File: src/rtl/fpu_wb_collector.sv
// ---------------------------------------------------------------------------
// fpu_wb_collector
//
// Collects results from the non-stallable FPU pipeline and delivers them to
// the shared FP register-file write port. Credits are issued to the
// dispatcher, so every result that returns is guaranteed a FIFO slot.
// Results wait in a small FIFO while the integer unit holds the write port.
// A per-register pending scoreboard blocks a second issue to a register
// whose result has not been written back yet.
//
// Ports
//   clk, rst       clock, synchronous active-high reset
//   issue_valid    dispatcher presents one FPU op
//   issue_add      destination register of that op
//   issue_ready    combinational: the op is accepted this cycle
//   fpu_y          result word from the FPU pipeline
//   fpu_flag       result valid strobe from the FPU pipeline
//   fpu_add        destination register of the returning result
//   wb_grant       register-file write port is free this cycle
//   wb_valid       registered: write wb_data to wb_add this cycle
//   wb_add         registered write address
//   wb_data        registered write data
//   busy_mask      registered: bit r set while a result for r is outstanding
//   err            sticky protocol error (spurious result or FIFO overflow)
// ---------------------------------------------------------------------------
module fpu_wb_collector #(
    parameter int DEPTH = 4
) (
    input  logic        clk,
    input  logic        rst,
    input  logic        issue_valid,
    input  logic [4:0]  issue_add,
    output logic        issue_ready,
    input  logic [31:0] fpu_y,
    input  logic        fpu_flag,
    input  logic [4:0]  fpu_add,
    input  logic        wb_grant,
    output logic        wb_valid,
    output logic [4:0]  wb_add,
    output logic [31:0] wb_data,
    output logic [31:0] busy_mask,
    output logic        err
);

    // Pointer width and counter width (one bit wider so DEPTH itself fits).
    localparam int AW = (DEPTH > 1) ? $clog2(DEPTH) : 1;
    localparam int CW = AW + 1;
    localparam logic [CW-1:0] DEPTH_C = CW'(DEPTH);

    // Result FIFO storage. No reset: validity is tracked by count/pointers,
    // so a reset discards contents simply by clearing those.
    logic [4:0]    add_mem  [DEPTH];
    logic [31:0]   data_mem [DEPTH];

    logic [AW-1:0] head;
    logic [AW-1:0] tail;
    logic [CW-1:0] count;
    logic [CW-1:0] inflight;

    logic [CW-1:0] credit_sum;
    logic          issue_fire;
    logic          spurious;
    logic          retire;
    logic          keep_result;
    logic          overflow;
    logic          push;
    logic          pop;

    logic [CW-1:0] count_next;
    logic [CW-1:0] inflight_next;
    logic [31:0]   busy_next;

    // Every issued op owns either an in-flight credit or a FIFO slot, so
    // their sum never exceeds DEPTH and fits in CW bits without wrapping.
    assign credit_sum  = inflight + count;
    assign issue_ready = (credit_sum < DEPTH_C) && !busy_mask[issue_add];
    assign issue_fire  = issue_valid && issue_ready;

    // A result with nothing in flight is a protocol error and is dropped
    // without touching the in-flight count.
    assign spurious    = fpu_flag && (inflight == '0);
    assign retire      = fpu_flag && !spurious;

    // Results for r0 retire a credit but are never written back.
    assign keep_result = retire && (fpu_add != 5'd0);
    assign overflow    = keep_result && (count == DEPTH_C);
    assign push        = keep_result && !overflow;

    // Pop decision uses the registered count, so a result pushed into an
    // empty FIFO cannot be popped on the same edge.
    assign pop         = (count != '0) && wb_grant;

    // In-flight credit bookkeeping: issue adds one, a legal arrival frees one.
    always_comb begin
        inflight_next = inflight;
        case ({issue_fire, retire})
            2'b10:   inflight_next = inflight + CW'(1);
            2'b01:   inflight_next = inflight - CW'(1);
            default: inflight_next = inflight;
        endcase
    end

    // FIFO occupancy: simultaneous push and pop leave the count unchanged.
    always_comb begin
        count_next = count;
        case ({push, pop})
            2'b10:   count_next = count + CW'(1);
            2'b01:   count_next = count - CW'(1);
            default: count_next = count;
        endcase
    end

    // Scoreboard update: clear for the popped head first, then set for the
    // new issue, so a coinciding set on the same bit wins.
    always_comb begin
        busy_next = busy_mask;
        if (pop) begin
            busy_next[add_mem[head]] = 1'b0;
        end
        if (issue_fire && (issue_add != 5'd0)) begin
            busy_next[issue_add] = 1'b1;
        end
    end

    // FIFO storage write.
    always_ff @(posedge clk) begin
        if (push) begin
            add_mem[tail]  <= fpu_add;
            data_mem[tail] <= fpu_y;
        end
    end

    // Control state, scoreboard and sticky error.
    always_ff @(posedge clk) begin
        if (rst) begin
            head      <= '0;
            tail      <= '0;
            count     <= '0;
            inflight  <= '0;
            busy_mask <= '0;
            err       <= 1'b0;
        end else begin
            // DEPTH is a power of two, so the pointers wrap naturally.
            if (push) begin
                tail <= tail + AW'(1);
            end
            if (pop) begin
                head <= head + AW'(1);
            end
            count     <= count_next;
            inflight  <= inflight_next;
            busy_mask <= busy_next;
            if (spurious || overflow) begin
                err <= 1'b1;
            end
        end
    end

    // Write-port outputs: one-cycle valid pulse per pop, address/data hold
    // their last value between pops.
    always_ff @(posedge clk) begin
        if (rst) begin
            wb_valid <= 1'b0;
            wb_add   <= 5'd0;
            wb_data  <= 32'd0;
        end else begin
            wb_valid <= pop;
            if (pop) begin
                wb_add  <= add_mem[head];
                wb_data <= data_mem[head];
            end
        end
    end

endmodule

File: config.mk
export PLATFORM = sky130hd
export DESIGN_NAME = fpu_wb_collector
export DESIGN_NICKNAME = d
export VERILOG_FILES = /design/src/rtl/fpu_wb_collector.sv
export SDC_FILE = /design/constraint.sdc
export NUM_CORES = 1
export LEC_CHECK = 0
export BUFFER_PORTS_ARGS = -buffer_cell sky130_fd_sc_hd__buf_2
export CAP_MARGIN = 25
export CORE_ASPECT_RATIO = 2
export CORE_UTILIZATION = 34
export DETAILED_ROUTE_END_ITERATION = 10
export GPL_TIMING_DRIVEN = 1
export PLACE_DENSITY_LB_ADDON = 0.25
export SYNTH_ARGS = -nofsm -noshare
export SYNTH_HDL_FRONTEND = slang
export SYNTH_SLANG_ARGS = --single-unit
File: constraint.sdc
create_clock -name clk -period 3.25 [get_ports clk]
set_input_delay 0.4875 -clock clk [delete_from_list [all_inputs] [get_ports clk]]
set_output_delay 0.4875 -clock clk [all_outputs]
set_load 0.05 [all_outputs]
==> impl_metrics.env <==
export IMPL_die_w_um=118
export IMPL_nets=806
export IMPL_power_share_sequential_pct=43.6
export IMPL_fmax_mhz=344
export IMPL_ys_warn_count=0
export IMPL_crit_arrival_ps=2420
export IMPL_portBuffers=118
export IMPL_pwr_share_comb_pct=25.6
export IMPL_irDropWorstVdd_uv=491
export IMPL_grt_usage_pct=16.1
export IMPL_slew_headroom_pct=34.1
export IMPL_htreeDepth=1
export IMPL_status="completed"
export IMPL_start_util_pct=34.6
export IMPL_synthCells=626
export IMPL_dr_total_vias=5537
export IMPL_power_per_cell_area_nw_per_um2=782
export IMPL_cp_required_ps=2760
export IMPL_core_region_area_sq_um=26300
export IMPL_layout_drive_gt1_share_pct=29.4
export IMPL_mappedNetlistArea_sq_um=9090
export IMPL_finalSetupViolations=0
export IMPL_drc=0
export IMPL_critPathKind="reg -> out"
export IMPL_synthArstFlopShare_pct=0
export IMPL_drtAntennaViolNets=0
export IMPL_numCtsBuffers=22
export IMPL_clk_pin_slew_ps=70
export IMPL_hp_class="in -> reg"
export IMPL_post_dp_hpwl_mm=14.3
export IMPL_drt_iter0_drc=314
export IMPL_synth_cell_types=43
export IMPL_die_y_um=233
export IMPL_cts_setup_buffers=0
export IMPL_cp_end_kind="output port"
export IMPL_yosys_area_share_adder_pct=1.40
export IMPL_cp_max_fo=5
export IMPL_post_cts_resize_count=0
export IMPL_syn_avg_cell_area_sq_um=14.5
export IMPL_clockPowerShare_pct=30.7
export IMPL_cts_tree="yes"
export IMPL_tns_ps=0
export IMPL_skew_ps=7.48
export IMPL_clock_latency_ps=510
export IMPL_timing_final_crit_share_pct=89.5
export IMPL_ys_flop_type="edfxtp_1"
export IMPL_final_common_cell="edfxtp_1"
export IMPL_grt_pass1_vias=5713
export IMPL_holdBufCountCts=0
export IMPL_rows=84
export IMPL_grt_pass1_wl_mm=33.4
export IMPL_synthesis_nets=682
export IMPL_p_sw_share_pct=32.1
export IMPL_grt_start_max_net_pins=83
export IMPL_wirelength_mm=21.7
export IMPL_max_cap_viol_count=0
export IMPL_synth_compound_area_share_pct=7.25
export IMPL_place_gp_congestion=0.851
export IMPL_cts_buffer_depth=3
export IMPL_synth_mux_area_share_pct=11.6
export IMPL_synth_xor_area_share_pct=0.867
export IMPL_hold_slack_ps=190
export IMPL_areaGrowthSynthToFinish_pct=19.7
export IMPL_cts_sinks=231
export IMPL_hold_violations=0
export IMPL_synth_simple_area_share_pct=9.62
export IMPL_via_per_inst=4.98
export IMPL_min_period_ps=2910
export IMPL_synth_top_family_by_area="multiplexers"
export IMPL_dieArea_sq_um=27400
export IMPL_most_common_layout_cells="edfxtp_1, buf_2, dfxtp_1, nand2_1, o21ai_0"
export IMPL_ys_seq_area_share_pct=67.2
export IMPL_worst_pin_slew_ps=989
export IMPL_synth_edf_count=148
export IMPL_leakage_uw=0.00386
export IMPL_grt_ovfl_total=0
export IMPL_synth_seq_cells=231
export IMPL_grt_antenna_before_repair=1
export IMPL_wl_per_cell_um=19.6
export IMPL_root_buffer="clkbuf_16"
export IMPL_first_pass_iters=4
export IMPL_startpoint_type="flip-flop"
export IMPL_intPower_uw=5780
export IMPL_maxSlewViolCount=0
export IMPL_rsz0062_at_grt="false"
export IMPL_switching_power_uw=2730
export IMPL_ios=119
critical path: stages (launching register included):
cell and delay, ps:
dfxtp_1 370, ha_1 300, a31oi_1 90, xnor2_1 510
nand4_1 190, a21oi_1 160, buf_2 280
cell usage after synthesis, drive strengths merged (4+ instances only):
library cell,instances,area [sq um]
nand4,4,40.0
a21oi,44,220
inv,11,41.3
xnor2,4,35.0
nor2b,28,175
nor2,15,56.3
nand3b,7,52.6
o21ai,52,260
dfxtp,83,1660
clkbuf,20,75.1
mux4,45,1030
and2,4,25.0
and2b,6,45.0
edfxtp,148,4440
xor2,5,43.8
nand2,78,293
buf,12,73.8
or3b,5,43.8
nand3,5,25.0
ha,7,87.6
o31ai,16,120
or3,5,31.3
kinds of logic after synthesis:
| kind of cell | after synthesis |
|---|---|
| mux | 47 |
| fa+ha+maj | 9 |
| buf+inv | 44 |
| simple gates | 169 |
| compound gates | 117 |
| xor+xnor | 9 |
| flops | 231 |
power by group through the flow:
stage | Sequential (uW) | Combinational (uW) | Clock [uW]
after floorplan | 4120 | 1210 | 0
after global placement | 3770 | 2200 | 0
after detailed placement | 3790 | 2220 | 0
after CTS | 3720 | 2230 | 2700
after global routing | 3760 | 2380 | 2790
final | 3710 | 2180 | 2620
per-layer routing:
metal | global-route usage [%] | part of all wire [%]
met5 | 0 | 0
met4 | 6.57 | 2.9
met3 | 2.54 | 4.3
met2 | 31.3 | 56
met1 | 16.9 | 37
metrics by stage:
| step | utilization (%) | total power (uW) | std cells | setup slack [ps] | cell area (sq um) |
|---|---|---|---|---|---|
| detailed placement | 38.6 | 6010 | 1070 | 85.4 | 10100 |
| floorplan | - | 5330 | 626 | 391 | 9090 |
| global placement | 38.6 | 5970 | 1069 | 135 | 10100 |
| global route | 41.4 | 8920 | 1111 | 161 | 10900 |
| finish | 41.4 | 8510 | 1111 | 342 | 10900 |
| CTS | 41.4 | 8650 | 1110 | 298 | 10900 |
layout make-up:
class | instances | area [sq um]
Tap cell | 344 | 430
Fill cell | 2485 | 15400
Sequential cell | 231 | 6110
Inverter | 12 | 45.0
Clock inverter | 13 | 123
Clock buffer | 27 | 611
Antenna cell | 1 | 2.50
Timing Repair Buffer | 132 | 753
Multi-Input combinational cell | 351 | 2810
registers in the layout, indices dropped and copies added (netlist names), named ones only:
signal	cells
data_mem	128
busy_mask	32
wb_data	32
add_mem	20
wb_add	5
count	3
inflight	3
head	2
tail	2
err	1
wb_valid	1
worst paths after layout:
check | startpoint | endpoint | slack [ps] | cells after the start
max | count[1] | issue_ready | 340 | 6
min reg2reg | wb_data[19] | wb_data[19] | 450 | 2
min | fpu_y[9] | data_mem[1][9] | 190 | 1
max reg2reg | count[1] | inflight[2] | 400 | 11
No activity file was read; power rests on OpenSTA's default activity.
